File: src/rtl/ihp_clk_div.sv
// ihp_clk_div: runtime-programmable integer clock divider with handshaked divisor updates applied at period boundaries
module ihp_clk_div #(
  parameter int DIV_W = 8,
  parameter int DEFAULT_DIV = 1
) (
  input  logic             clk_i,
  input  logic             rst_ni,
  input  logic             test_mode_i,
  input  logic             en_i,
  input  logic [DIV_W-1:0] div_i,
  input  logic             div_valid_i,
  output logic             div_ready_o,
  output logic             tick_o,
  output logic             clk_o
);
  localparam logic [DIV_W-1:0] ONE = DIV_W'(1);
  localparam logic [DIV_W-1:0] DEF = DIV_W'(DEFAULT_DIV);
  logic [DIV_W-1:0] cnt_q, cnt_d, div_q, div_d, pdiv_q, pdiv_d;
  logic pend_q, pend_d, run_q, run_d, out_q, out_d, sel_q, sel_d;
  logic wrap, apply, accept;
  always_comb begin
    wrap = cnt_q == div_q - ONE;
    accept = div_valid_i & ~pend_q;
    apply = pend_q & (~sel_q | wrap);
    div_d = apply ? pdiv_q : div_q;
    sel_d = apply ? |pdiv_q[DIV_W-1:1] : sel_q;
    cnt_d = (apply | ~sel_q | wrap) ? '0 : cnt_q + ONE;
    run_d = ~sel_d ? 1'b0 : (apply | wrap) ? en_i : run_q;
    out_d = run_d & (cnt_d < (div_d >> 1));
    pend_d = accept | (pend_q & ~apply);
    pdiv_d = accept ? div_i : pdiv_q;
  end
  always_ff @(posedge clk_i or negedge rst_ni) begin
    if (!rst_ni) begin
      cnt_q <= '0;
      div_q <= DEF;
      pdiv_q <= '0;
      pend_q <= 1'b0;
      run_q <= 1'b0;
      out_q <= 1'b0;
      sel_q <= DEFAULT_DIV >= 2;
    end else begin
      cnt_q <= cnt_d;
      div_q <= div_d;
      pdiv_q <= pdiv_d;
      pend_q <= pend_d;
      run_q <= run_d;
      out_q <= out_d;
      sel_q <= sel_d;
    end
  end
  assign div_ready_o = ~pend_q;
  assign tick_o = run_q & (cnt_q == '0);
  // out_q only changes on the edge that also switches the mux, while both inputs are high
  ihp_clk_mux2 u_mux (
    .clk0_i(clk_i),
    .clk1_i(out_q),
    .sel_i (sel_q & ~test_mode_i),
    .clk_o (clk_o)
  );
endmodule

module ihp_clk_mux2 (
  input  logic clk0_i,
  input  logic clk1_i,
  input  logic sel_i,
  output logic clk_o
);
  assign clk_o = sel_i ? clk1_i : clk0_i;
endmodule

File: config.mk
export PLATFORM = sky130hd
export DESIGN_NAME = ihp_clk_div
export DESIGN_NICKNAME = d
export VERILOG_FILES = /design/src/rtl/ihp_clk_div.sv
export SDC_FILE = /design/constraint.sdc
export NUM_CORES = 1
export LEC_CHECK = 0
export BUFFER_PORTS_ARGS = -buffer_cell sky130_fd_sc_hd__buf_2
export CORE_MARGIN = 3
export CORE_UTILIZATION = 50
export CTS_CLUSTER_SIZE = 14
export DETAILED_ROUTE_END_ITERATION = 6
export PLACE_DENSITY = 0.69
export SYNTH_ARGS = -nofsm -noshare
export SYNTH_HDL_FRONTEND = slang
export SYNTH_SLANG_ARGS = --single-unit
File: constraint.sdc
create_clock -name clk_i -period 3.37 [get_ports clk_i]
set_input_delay 0.1685 -clock clk_i [delete_from_list [all_inputs] [get_ports clk_i]]
set_output_delay 0.1685 -clock clk_i [all_outputs]
set_load 0.1 [all_outputs]
==> summary.txt, run 1 <==
Floorplanning
  – Initial Util: 54.3%
  – Core Region: 0.00315 mm2
  – DIE AREA: 0.00416 mm2
  – Row count: 20
  – Die Y: 64.5 um
  – Chip width: 64.5 um
  – IO Count: 16

Final layout
  – Area occupied by multi-input gates: 955 um2
  – Final core utilization: 66.2%
  – Fillers: 271
  – # diodes: 0
  – Layout Cells excl Fill: 238
  – Fin area: 0.00209 mm2
  – Area growth syn-to-layout: 21.8%
  – Reg area: 702 um2
  – Nets: 217
  – Layout cells sized above 1: 30.9%

Routing
  – 1st-pass router iterations: 4
  – Wirelength per Cell: 16.2 um
  – Post-route DRC violation count: 0
  – Vias/cell: 5.54
  – Routed Antenna Nets: 0
  – Initial DRC Count: 39
  – Drt total wl: 3840 um
  – Total number of vias: 1,319

Global routing
  – Pin count of the biggest net entering global routing: 29
  – First-pass GRT wire length: 6400 um
  – Initial antenna violation count: 0
  – GRT Residual Overflow: 0
  – Total track usage: 20.5%
  – Vias in the first global route: 1,415

STA
  – RSZ-0062 raised after global routing: yes
  – Fin crit share: 102%
  – Final hold vios: 0
  – Slew Limit Fails: 0
  – Worst-margin pin slew: 0.712 ns
  – Slew HR: 51.9%
  – Min cycle time layout: 3.43 ns
  – Hold Slack: 0.242 ns
  – Post-Route Skew: 0.00298 ns
  – Max Clock Freq: 291 MHz
  – Fin worst setup slack: -0.0607 ns
  – Finish-stage setup viols: 1

Place
  – Post-DP HPWL: 2790 um
  – GP Congestion: 0.848
  – Port bufs: 15
  – Placed cell area: 0.00187 mm2
  – DP Cell Count: 217

Synthesis
  – Post-synth EDFFs: 0
  – Synth top area cells: dfrtp_1 39%, mux2_2 8.5%, ha_1 6.6%
  – Synth Register Bits: 28
  – Post-Syn Area: 0.00171 mm2
  – Async SR Flop Fraction: 100%
  – Main flop type after synthesis: dfrtp_1
  – Sequential area share after synthesis: 41.0%
  – Post-synth top area share: 39.4%
  – Ys Warns: 0
  – Post-synth top cells: 27 x dfrtp_1, 13 x mux2_2, 11 x nor2_1
  – Top cell type by total area after synthesis: dfrtp_1
  – Count leader, synth: dfrtp_1
  – Post-Syn Nets: 178
  – Avg Cell Area, Syn: 11.0 um2
  – Synth unique cells: 46
  – Post-Synthesis Cells: 156

Power and ir drop
  – Leak: 0.977 nW
  – Sw frac: 43.6%
  – Pint: 1.16 mW
  – Sequential fraction of design power: 33.4%
  – P_sw: 0.898 mW
  – Gate power share: 48.8%
  – Power Density: 987 mW/mm2
  – Clock power frac: 17.8%
  – Worst-case vdd ir drop: 479 uV

Critical path
  – Critical Path, Cell by Cell: inv_1 -> ha_2 -> or2b_1 -> or4_1 -> a211o_1 -> o31ai_4 -> nand2_4 -> mux2i_1 -> ha_1 -> a21o_1 -> a21oi_2 -> nor2b_1 -> o211ai_1 -> o2111ai_1 -> a211oi_2
  – Worst r2r dst: out_q
  – Crit Path Max Fanout: 7
  – Critical Path Max Stage Delay: 0.42 ns
  – Crit path DAT: 3.81 ns
  – R2r worst-path depth: 15
  – Startpoint Class: register
  – Type of the worst setup path: register to register
  – Crit. End Element: register
  – CP top delay family: compound AO/OA/AOI/OAI gates
  – Reg2Reg Launch Point: div_q[1]
  – Slowest CP cell: dfrtp_1
  – Crit path buf inv count: 1
  – Worst Path Required: 3.75 ns
  – R2r setup slk: -0.06 ns

CTS
  – CTS tree: done
  – Clock Pin Slew Worst Setup and Hold Paths: 0.15 ns
  – Clk_lat worst skew: 0.45 ns

Flow run
  – Max-Cap Viols: 0

Hold path
  – Min-delay worst type: primary input to asynchronous set/reset pin

Run status
  – Status: complete, but fails checks
  – Failing checks: negative setup slack
## worst register-to-register path: stages (launching register included)
cell	delay [ns]
dfrtp_1	0.42
inv_1	0.06
ha_2	0.20
or2b_1	0.26
or4_1	0.40
a211o_1	0.32
o31ai_4	0.31
nand2_4	0.14
mux2i_1	0.15
ha_1	0.30
a21o_1	0.18
a21oi_2	0.12
nor2b_1	0.06
o211ai_1	0.17
o2111ai_1	0.14
a211oi_2	0.16
## worst max path at each step
stage / startpoint / endpoint / slack (ns) / depth (start not counted)
6_report: div_q[1] / out_q / -0.06 / 15
5_1_grt: div_q[1] / out_q / -0.24 / 15
4_1_cts: div_q[1] / out_q / -0.09 / 15
3_5_place_dp: div_q[1] / out_q / -0.05 / 15
3_3_place_gp: div_q[1] / out_q / 0.06 / 15
2_1_floorplan: div_q[1] / out_q / -0.04 / 16
## routing by layer
| metal | global-route usage [%] | routed length [um] | vias to the layer above |
|---|---|---|---|
| met5 | 0 | 0 | - |
| met4 | 12.4 | 93 | 0 |
| met3 | 3.81 | 150 | 9 |
| met2 | 34.5 | 1880 | 40 |
| li1 | - | - | 631 |
| met1 | 24.2 | 1720 | 639 |
## power by group through the flow
stage | Combinational (mW) | Clock, mW | Sequential, mW
2_1_floorplan | 0.752 | 0.0808 | 0.619
3_3_place_gp | 0.909 | 0.0878 | 0.683
3_5_place_dp | 0.944 | 0.0878 | 0.693
4_1_cts | 0.987 | 0.372 | 0.685
5_1_grt | 1.11 | 0.388 | 0.717
6_report | 1.01 | 0.366 | 0.688
## metrics by stage
stage                     power, mW  TNS, ns  setup slack (ns)
after floorplan                1.45  -0.0375           -0.0375
after global placement         1.68        0            0.0649
after detailed placement       1.72  -0.0518           -0.0518
after CTS                      2.04  -0.0920           -0.0920
after global routing           2.22   -0.235            -0.235
final                          2.06  -0.0607           -0.0607
## logic make-up (layout without fill, tap and decap cells)
family	Yosys count	count (layout)	synth area share (%)
buffers and inverters	15	53	4.16
AO/OA/AOI/OAI	16	16	7.67
multiplexers	26	26	17.4
XOR/XNOR	14	14	7.16
flip-flops	28	28	41.0
adder cells (fa/ha/maj)	10	10	7.16
AND/OR/NAND/NOR	47	47	15.5
## cells in the final DEF, fill, tap and decap left out, drive strengths merged, types with 3 or more instances in the layout
cell type and instances:
ha 9, nor4 3, nor2b 3, nor2 11
xor2 8, nand2 7, mux2 18, nor3 3
xnor2 6, inv 9, nand4 3, dfrtp 27
clkbuf 6, dlygate4sd3 9, buf 28, mux2i 8
## sequential cells by signal, indices dropped and copies added (netlist names)
register and count:
div_q 8, cnt_q 8, pend_q 1, sel_q 1, out_q 1, pdiv_q 8
run_q 1
## layout make-up
type	instances	area share (%)
clock buffers	7	2.40
clock inverters	1	1.44
inverters	9	1.62
multi-input cells	113	45.7
flip-flops and latches	28	33.6
well taps	44	2.64
repair buffers	36	12.5
## timing repair
item | CTS | global route
hold buffers | 9 | 0
gates resized for setup | 2 | 2
pin swaps | 2 | 1
endpoints found under the setup margin | 1 | 1
endpoints found under the hold margin | 35 | 0
buffers inserted | 5 | 0
cloned | 0 | 0
No activity file was read; power rests on OpenSTA's default activity.
==> inputs of run 2 (changes only) <==
Settings changed: CORE_ASPECT_RATIO from default to 1.5, CORE_UTILIZATION 50 to 53, PLACE_DENSITY 0.69 to 0.72, RECOVER_POWER from default to 100.
==> summary.txt, run 2 (synthesized netlist as in run 1, its figures left out) <==
Global routing
  – GRT Residual Overflow: 0 (unchanged)
  – Initial antenna violation count: 0 (unchanged)
  – Vias in the first global route: 1,344 (-5.0%)
  – First-pass GRT wire length: 6220 um (-2.8%)
  – Pin count of the biggest net entering global routing: 29 (unchanged)
  – Total track usage: 22.5% (+2.0 points)

STA
  – Hold Slack: 0.0146 ns (-0.227 ns)
  – Fin worst setup slack: -0.0192 ns (+0.0415 ns)
  – Final hold vios: 0 (unchanged)
  – Slew HR: 4.50% (-47 points)
  – Min cycle time layout: 3.39 ns (-0.0415 ns)
  – Finish-stage setup viols: 1 (unchanged)
  – Post-Route Skew: 0.00522 ns (+0.00224 ns)
  – Fin crit share: 101% (-1.2 points)
  – RSZ-0062 raised after global routing: yes
  – Setup TNS Final: -0.0192 ns (+0.0415 ns)
  – Max Clock Freq: 295 MHz (+1.2%)
  – Slew Limit Fails: 0 (unchanged)
  – Worst-margin pin slew: 1.43 ns (+0.721 ns)

Critical path
  – Crit path DAT: 3.68 ns (-0.13 ns)
  – Crit. End Element: register
  – R2r setup slk: -0.02 ns (+0.04 ns)
  – Worst Path Required: 3.66 ns (-0.09 ns)
  – Type of the worst setup path: register to register
  – Startpoint Class: register
  – Crit Path Max Fanout: 6 (-1)

Flow run
  – Max-Cap Viols: 0 (unchanged)

Floorplanning
  – Die Y: 75.6 um (+17%)
  – Core Region: 0.00300 mm2 (-4.8%)
  – Chip width: 52.4 um (-19%)
  – Initial Util: 57.0% (+2.7 points)
  – Row count: 24 (+20%)
  – DIE AREA: 0.00396 mm2 (-4.8%)
  – IO Count: 16 (unchanged)

Run status
  – Status: complete, but fails checks
  – Failing checks: negative setup slack

Place
  – Placed cell area: 0.00187 mm2 (about the same)
  – Post-DP HPWL: 3020 um (+8.0%)
  – Port bufs: 15 (unchanged)
  – GP Congestion: 0.866 (+2.1%)

Routing
  – Vias/cell: 5.71 (+3.0%)
  – Routed Antenna Nets: 0 (unchanged)
  – 1st-pass router iterations: 5 (+1)
  – Wirelength per Cell: 17.3 um (+6.9%)
  – Drt total wl: 3810 um (-0.78%)
  – Post-route DRC violation count: 0 (unchanged)
  – Total number of vias: 1,262 (-4.3%)
  – Initial DRC Count: 23 (-41%)

Final layout
  – Most frequent cells in the layout: 27 x dfrtp_1, 13 x mux2_2, 12 x buf_2
  – Area growth syn-to-layout: 17.3%
  – Nets: 205 (-5.5%)
  – Layout cells sized above 1: 29.7% (-1.3 points)
  – Fin area: 0.00201 mm2 (-3.7%)
  – # diodes: 0 (unchanged)
  – Fillers: 230 (-15%)
  – Commonest non-fill, non-tap cell in the layout: dfrtp_1
  – Top Registers: cnt_q (8), div_q (8), pdiv_q (8)

CTS
  – CTS tree: done
  – Clk_lat worst skew: 0.38 ns (-0.07 ns)
  – Clock Pin Slew Worst Setup and Hold Paths: 0.09 ns (-0.06 ns)
  – Setup Fix Bufs, Post-CTS: 0 (-5)

Power and ir drop
  – Power Density: 1070 mW/mm2 (+7.9%)
  – Leak: 0.930 nW (-4.8%)
  – Total power draw: 2.14 mW (+3.9%)
  – Worst-case vdd ir drop: 626 uV (+31%)

Hold path
  – Min-delay worst type: primary input to register
==> run 2: cell type report <==
cell class / count / area (um2) / share of cell area (%)
tap: 39 / 48.8 / 2.43
multi-input combinational: 113 / 960 / 47.8
clock buffer: 7 / 87.6 / 4.36
timing repair buffer: 24 / 148 / 7.35
sequential: 28 / 702 / 34.9
inverter: 9 / 33.8 / 1.68
clock inverter: 1 / 30.0 / 1.49
==> run 2: timing repair <==
action / 4_1_cts / 5_1_grt
endpoints found under the hold margin: 27 / 0
resized for setup: 2 / 4
hold buffers: 1 / 0
pin swaps: 0 / 0
setup endpoints to repair: 1 / 1
==> run 2: metal layers <==
layer	vias up	GRT usage, %	wire [um]	part of all wire, %
met3	12	4.50	91	2.4
met2	29	38.5	2060	54
met4	0	15.9	173	4.5
li1	608	-	-	-
met1	613	24.5	1490	39
met5	-	0	0	0
==> run 2: through the flow <==
step / cells / util [%] / worst slack (ns)
global route: 221 / 66.9 / -0.226
global placement: 213 / 62.3 / 0.0933
detailed placement: 213 / 62.3 / -0.0209
CTS: 221 / 66.6 / -0.0580
floorplan: 156 / - / -0.0375
finish: 221 / 66.9 / -0.0192
==> run 2: where the power goes <==
| group | switching (mW) | total (mW) | leakage (nW) | internal (mW) |
|---|---|---|---|---|
| Combinational | 0.519 | 1.02 | 0.529 | 0.496 |
| Sequential | 0.193 | 0.684 | 0.335 | 0.491 |
| Clock | 0.194 | 0.441 | 0.0656 | 0.247 |
| Total | 0.905 | 2.14 | 0.930 | 1.24 |
==> run 2: path summary, 6_finish.rpt <==
path,start,end,cells after the start
max,div_q[1],out_q,14
min,div_i[6],pdiv_q[6],2
max reg2reg,div_q[1],out_q,14
min reg2reg,pdiv_q[0],pdiv_q[0],1
max in group asynchronous,rst_ni,div_q[6],2
min in group asynchronous,rst_ni,div_q[3],2
==> run 2: critical path, stage by stage, from the launching register on <==
cell and delay (ns):
dfrtp_1 0.40, inv_2 0.08, ha_4 0.14, or2b_1 0.25, or4_1 0.41, a211o_1 0.32
o31ai_4 0.31, nand2_4 0.12, buf_4 0.19, mux2i_2 0.22, ha_1 0.28, nor2b_1 0.13
o211ai_1 0.16, o2111ai_1 0.11, a211oi_1 0.19
==> inputs of run 3 (changes only) <==
Settings changed: ABC_AREA from default to 1.
==> summary.txt, run 3 <==
Critical path
  – Crit. path cell count: 19 (+5)
  – R2r worst-path depth: 19 (+5)
  – Crit path buf inv count: 3 (+1)
  – Type of the worst setup path: register to register
  – Crit-path most repeated cell: nand2_1
  – Slowest CP cell: dfstp_1
  – Critical Path Max Stage Delay: 0.55 ns (+0.14 ns)
  – Critical path endpoint: out_q
  – Crit. End Element: register
  – Reg2Reg Launch Point: div_q[0]
  – Crit Path Max Fanout: 17 (+11)
  – Worst r2r dst: out_q
  – Crit path DAT: 3.26 ns (-0.42 ns)
  – Crit. Startpoint: div_q[0]
  – Worst Path Required: 3.68 ns (+0.02 ns)
  – Startpoint Class: register
  – CP top delay family: simple AND/OR/NAND/NOR gates
  – R2r setup slk: 0.42 ns (+0.44 ns)
  – Critical Path, Cell by Cell: inv_1 -> ha_1 -> inv_1 -> nand2_1 -> nand2_1 -> nand2_1 -> nor2_1 -> nand3_1 -> nor2_2 -> nand2_2 -> nand2_2 -> nand2_2 -> o21ai_0 -> inv_1 -> ha_1 -> a21oi_1 -> nand2_1 -> nand3b_1 -> a21oi_2

Routing
  – Routed Antenna Nets: 0 (unchanged)
  – Vias/cell: 4.89 (-14%)
  – Wirelength per Cell: 12.2 um (-29%)
  – Drt total wl: 3330 um (-13%)
  – Initial DRC Count: 33 (+43%)
  – Post-route DRC violation count: 0 (unchanged)
  – 1st-pass router iterations: 5 (unchanged)
  – Total number of vias: 1,336 (+5.9%)

Synthesis
  – Adder-cell area share of the yosys netlist: 6.67% (-0.49 points)
  – Top cell type by total area after synthesis: dfrtp_1
  – Sequential area share after synthesis: 41.6% (+0.61 points)
  – Synth Register Bits: 28 (unchanged)
  – Main flop type after synthesis: dfrtp_1
  – Count leader, synth: nand2_1
  – Avg Cell Area, Syn: 7.89 um2 (-28%)
  – Post-Syn Nets: 236 (+33%)
  – Synth unique cells: 32 (-30%)
  – Post-Syn Area: 0.00169 mm2 (-1.5%)
  – Post-synth EDFFs: 0 (unchanged)
  – Post-synth top cells: 51 x nand2_1, 30 x inv_1, 27 x dfrtp_1
  – Async SR Flop Fraction: 100% (unchanged)
  – Post-synth top area share: 40.0% (+0.58 points)
  – Main combinational cell family by area after synthesis: simple AND/OR/NAND/NOR gates
  – Post-synthesis mux area share: 3.34% (-14 points)
  – Ys Warns: 0 (unchanged)
  – Synth top area cells: dfrtp_1 40%, nand2_1 11%, ha_1 6.7%
  – Simple-gate share of the synthesized area: 27.5% (+12 points)
  – Post-Synthesis Cells: 214 (+37%)
  – Synth Area in XOR/XNOR: 4.15% (-3.0 points)
  – Post-synthesis compound-gate area fraction: 6.89% (-0.78 points)

Hold path
  – Min-delay worst type: primary input to register

STA
  – Post-Route Skew: 0.00224 ns (-0.00298 ns)
  – Finish-stage setup viols: 0 (-1)
  – RSZ-0062 raised after global routing: no
  – Min cycle time layout: 2.95 ns (-0.438 ns)
  – Fin crit share: 87.6% (-13 points)
  – Worst-margin pin slew: 1.49 ns (+0.0593 ns)
  – Slew Limit Fails: 0 (unchanged)
  – Final hold vios: 0 (unchanged)
  – Max Clock Freq: 339 MHz (+15%)
  – Setup TNS Final: 0 ns (+0.0192 ns)
  – Slew HR: 0.543% (-4.0 points)

Final layout
  – Area growth syn-to-layout: 12.3%
  – Commonest non-fill, non-tap cell in the layout: nand2_1
  – Most frequent cells in the layout: 51 x nand2_1, 32 x inv_1, 27 x dfrtp_1
  – Nets: 257 (+25%)
  – Layout cells sized above 1: 19.2% (-10 points)
  – Top Registers: cnt_q (8), div_q (8), pdiv_q (8)
  – # diodes: 0 (unchanged)

Floorplanning
  – Initial Util: 56.8% (-0.27 points)
  – Die Y: 75.1 um (-0.67%)
  – Chip width: 52.1 um (-0.65%)
  – Core Region: 0.00297 mm2 (-1.0%)
  – Row count: 24 (unchanged)
  – DIE AREA: 0.00391 mm2 (-1.3%)
  – IO Count: 16 (unchanged)

Global routing
  – Vias in the first global route: 1,382 (+2.8%)
  – Pin count of the biggest net entering global routing: 29 (unchanged)
  – Total track usage: 20.3% (-2.2 points)
  – First-pass GRT wire length: 5840 um (-6.0%)
  – Initial antenna violation count: 0 (unchanged)
  – GRT Residual Overflow: 0 (unchanged)

Place
  – Post-DP HPWL: 2670 um (-12%)
  – Port bufs: 15 (unchanged)
  – GP Congestion: 0.930 (+7.4%)

Power and ir drop
  – Leak: 1.04 nW (+11%)
  – Total power draw: 0.807 mW (-62%)
  – Power Density: 426 mW/mm2 (-60%)
  – Worst-case vdd ir drop: 332 uV (-47%)

CTS
  – CTS tree: done
  – Clock Pin Slew Worst Setup and Hold Paths: 0.09 ns (about the same)
  – Setup Fix Bufs, Post-CTS: 0 (unchanged)
  – Clk_lat worst skew: 0.37 ns (about the same)

Flow run
  – Max-Cap Viols: 0 (unchanged)

Run status
  – Status: complete, no violations
==> run 3: cell count changes in the layout (fill, tap and decap cells not counted), moves of 5 or more <==
cell | before | now
inv_1 | 7 | 32
nand2_1 | 6 | 51
mux2_2 | 13 | 5
nand3_1 | 2 | 9
nor2_1 | 11 | 19
nand2_2 | 0 | 5
a21oi_1 | 1 | 9
mux2i_1 | 7 | 0
o21ai_0 | 1 | 8
buf_4 | 8 | 1
==> run 3: what timing repair did <==
| action | CTS | global route |
|---|---|---|
| resized for setup | 0 | 0 |
| endpoints found under the hold margin | 27 | 0 |
| hold buffers | 1 | 0 |
| endpoints found under the setup margin | 0 | 0 |
==> run 3: how the worst min path moves through the flow <==
stage | end | from | cells after the start | slack [ns]
after global placement | sel_q | rst_ni | 1 | 0.21
after detailed placement | sel_q | rst_ni | 1 | 0.21
after global routing | pdiv_q[5] | div_i[5] | 2 | 0.007
after CTS | pdiv_q[2] | div_i[2] | 2 | 0.02
final | pdiv_q[4] | div_i[4] | 2 | 0.02
after floorplan | cnt_q[0] | rst_ni | 0 | -0.13
==> run 3: final cells by class <==
cell class                 count  area (um2)
fill                         261        1080
tap                           39        48.8
timing repair buffer          16        83.8
multi-input combinational    145         822
clock buffer                   8         100
sequential                    28         702
inverter                      37         139
==> run 3: cells by family (layout without fill, tap and decap cells) <==
kind of cell,Yosys count,in the layout
simple gates,102,102
xor+xnor,8,8
fa+ha+maj,9,9
mux,5,5
flops,28,28
compound gates,21,21
buf+inv,41,61
==> run 3: routing by layer <==
layer / vias up / track usage (%) / wire length (um)
met5: - / 0 / 0
met4: 0 / 12.8 / 63
met3: 7 / 2.38 / 64
met2: 24 / 34.8 / 1770
met1: 599 / 23.8 / 1430
li1: 706 / - / -
==> run 3: power breakdown <==
group / total [mW] / switching, mW / internal (mW)
sequential: 0.396 / 0.0245 / 0.372
clock: 0.343 / 0.158 / 0.185
combinational: 0.0677 / 0.0370 / 0.0307
==> run 3: metrics by stage <==
| step | setup WS, ns | std cells | utilization, % | hold slack [ns] | area (um2) |
|---|---|---|---|---|---|
| after CTS | 0.450 | 273 | 64.1 | 0.0162 | 1900 |
| after global routing | 0.0943 | 273 | 63.8 | 0.00654 | 1900 |
| final | 0.419 | 273 | 63.8 | 0.0204 | 1900 |
| after floorplan | 0.720 | 214 | - | -0.127 | 1690 |
| after detailed placement | 0.484 | 265 | 60.5 | 0.210 | 1800 |
| after global placement | 0.582 | 265 | 60.5 | 0.214 | 1800 |
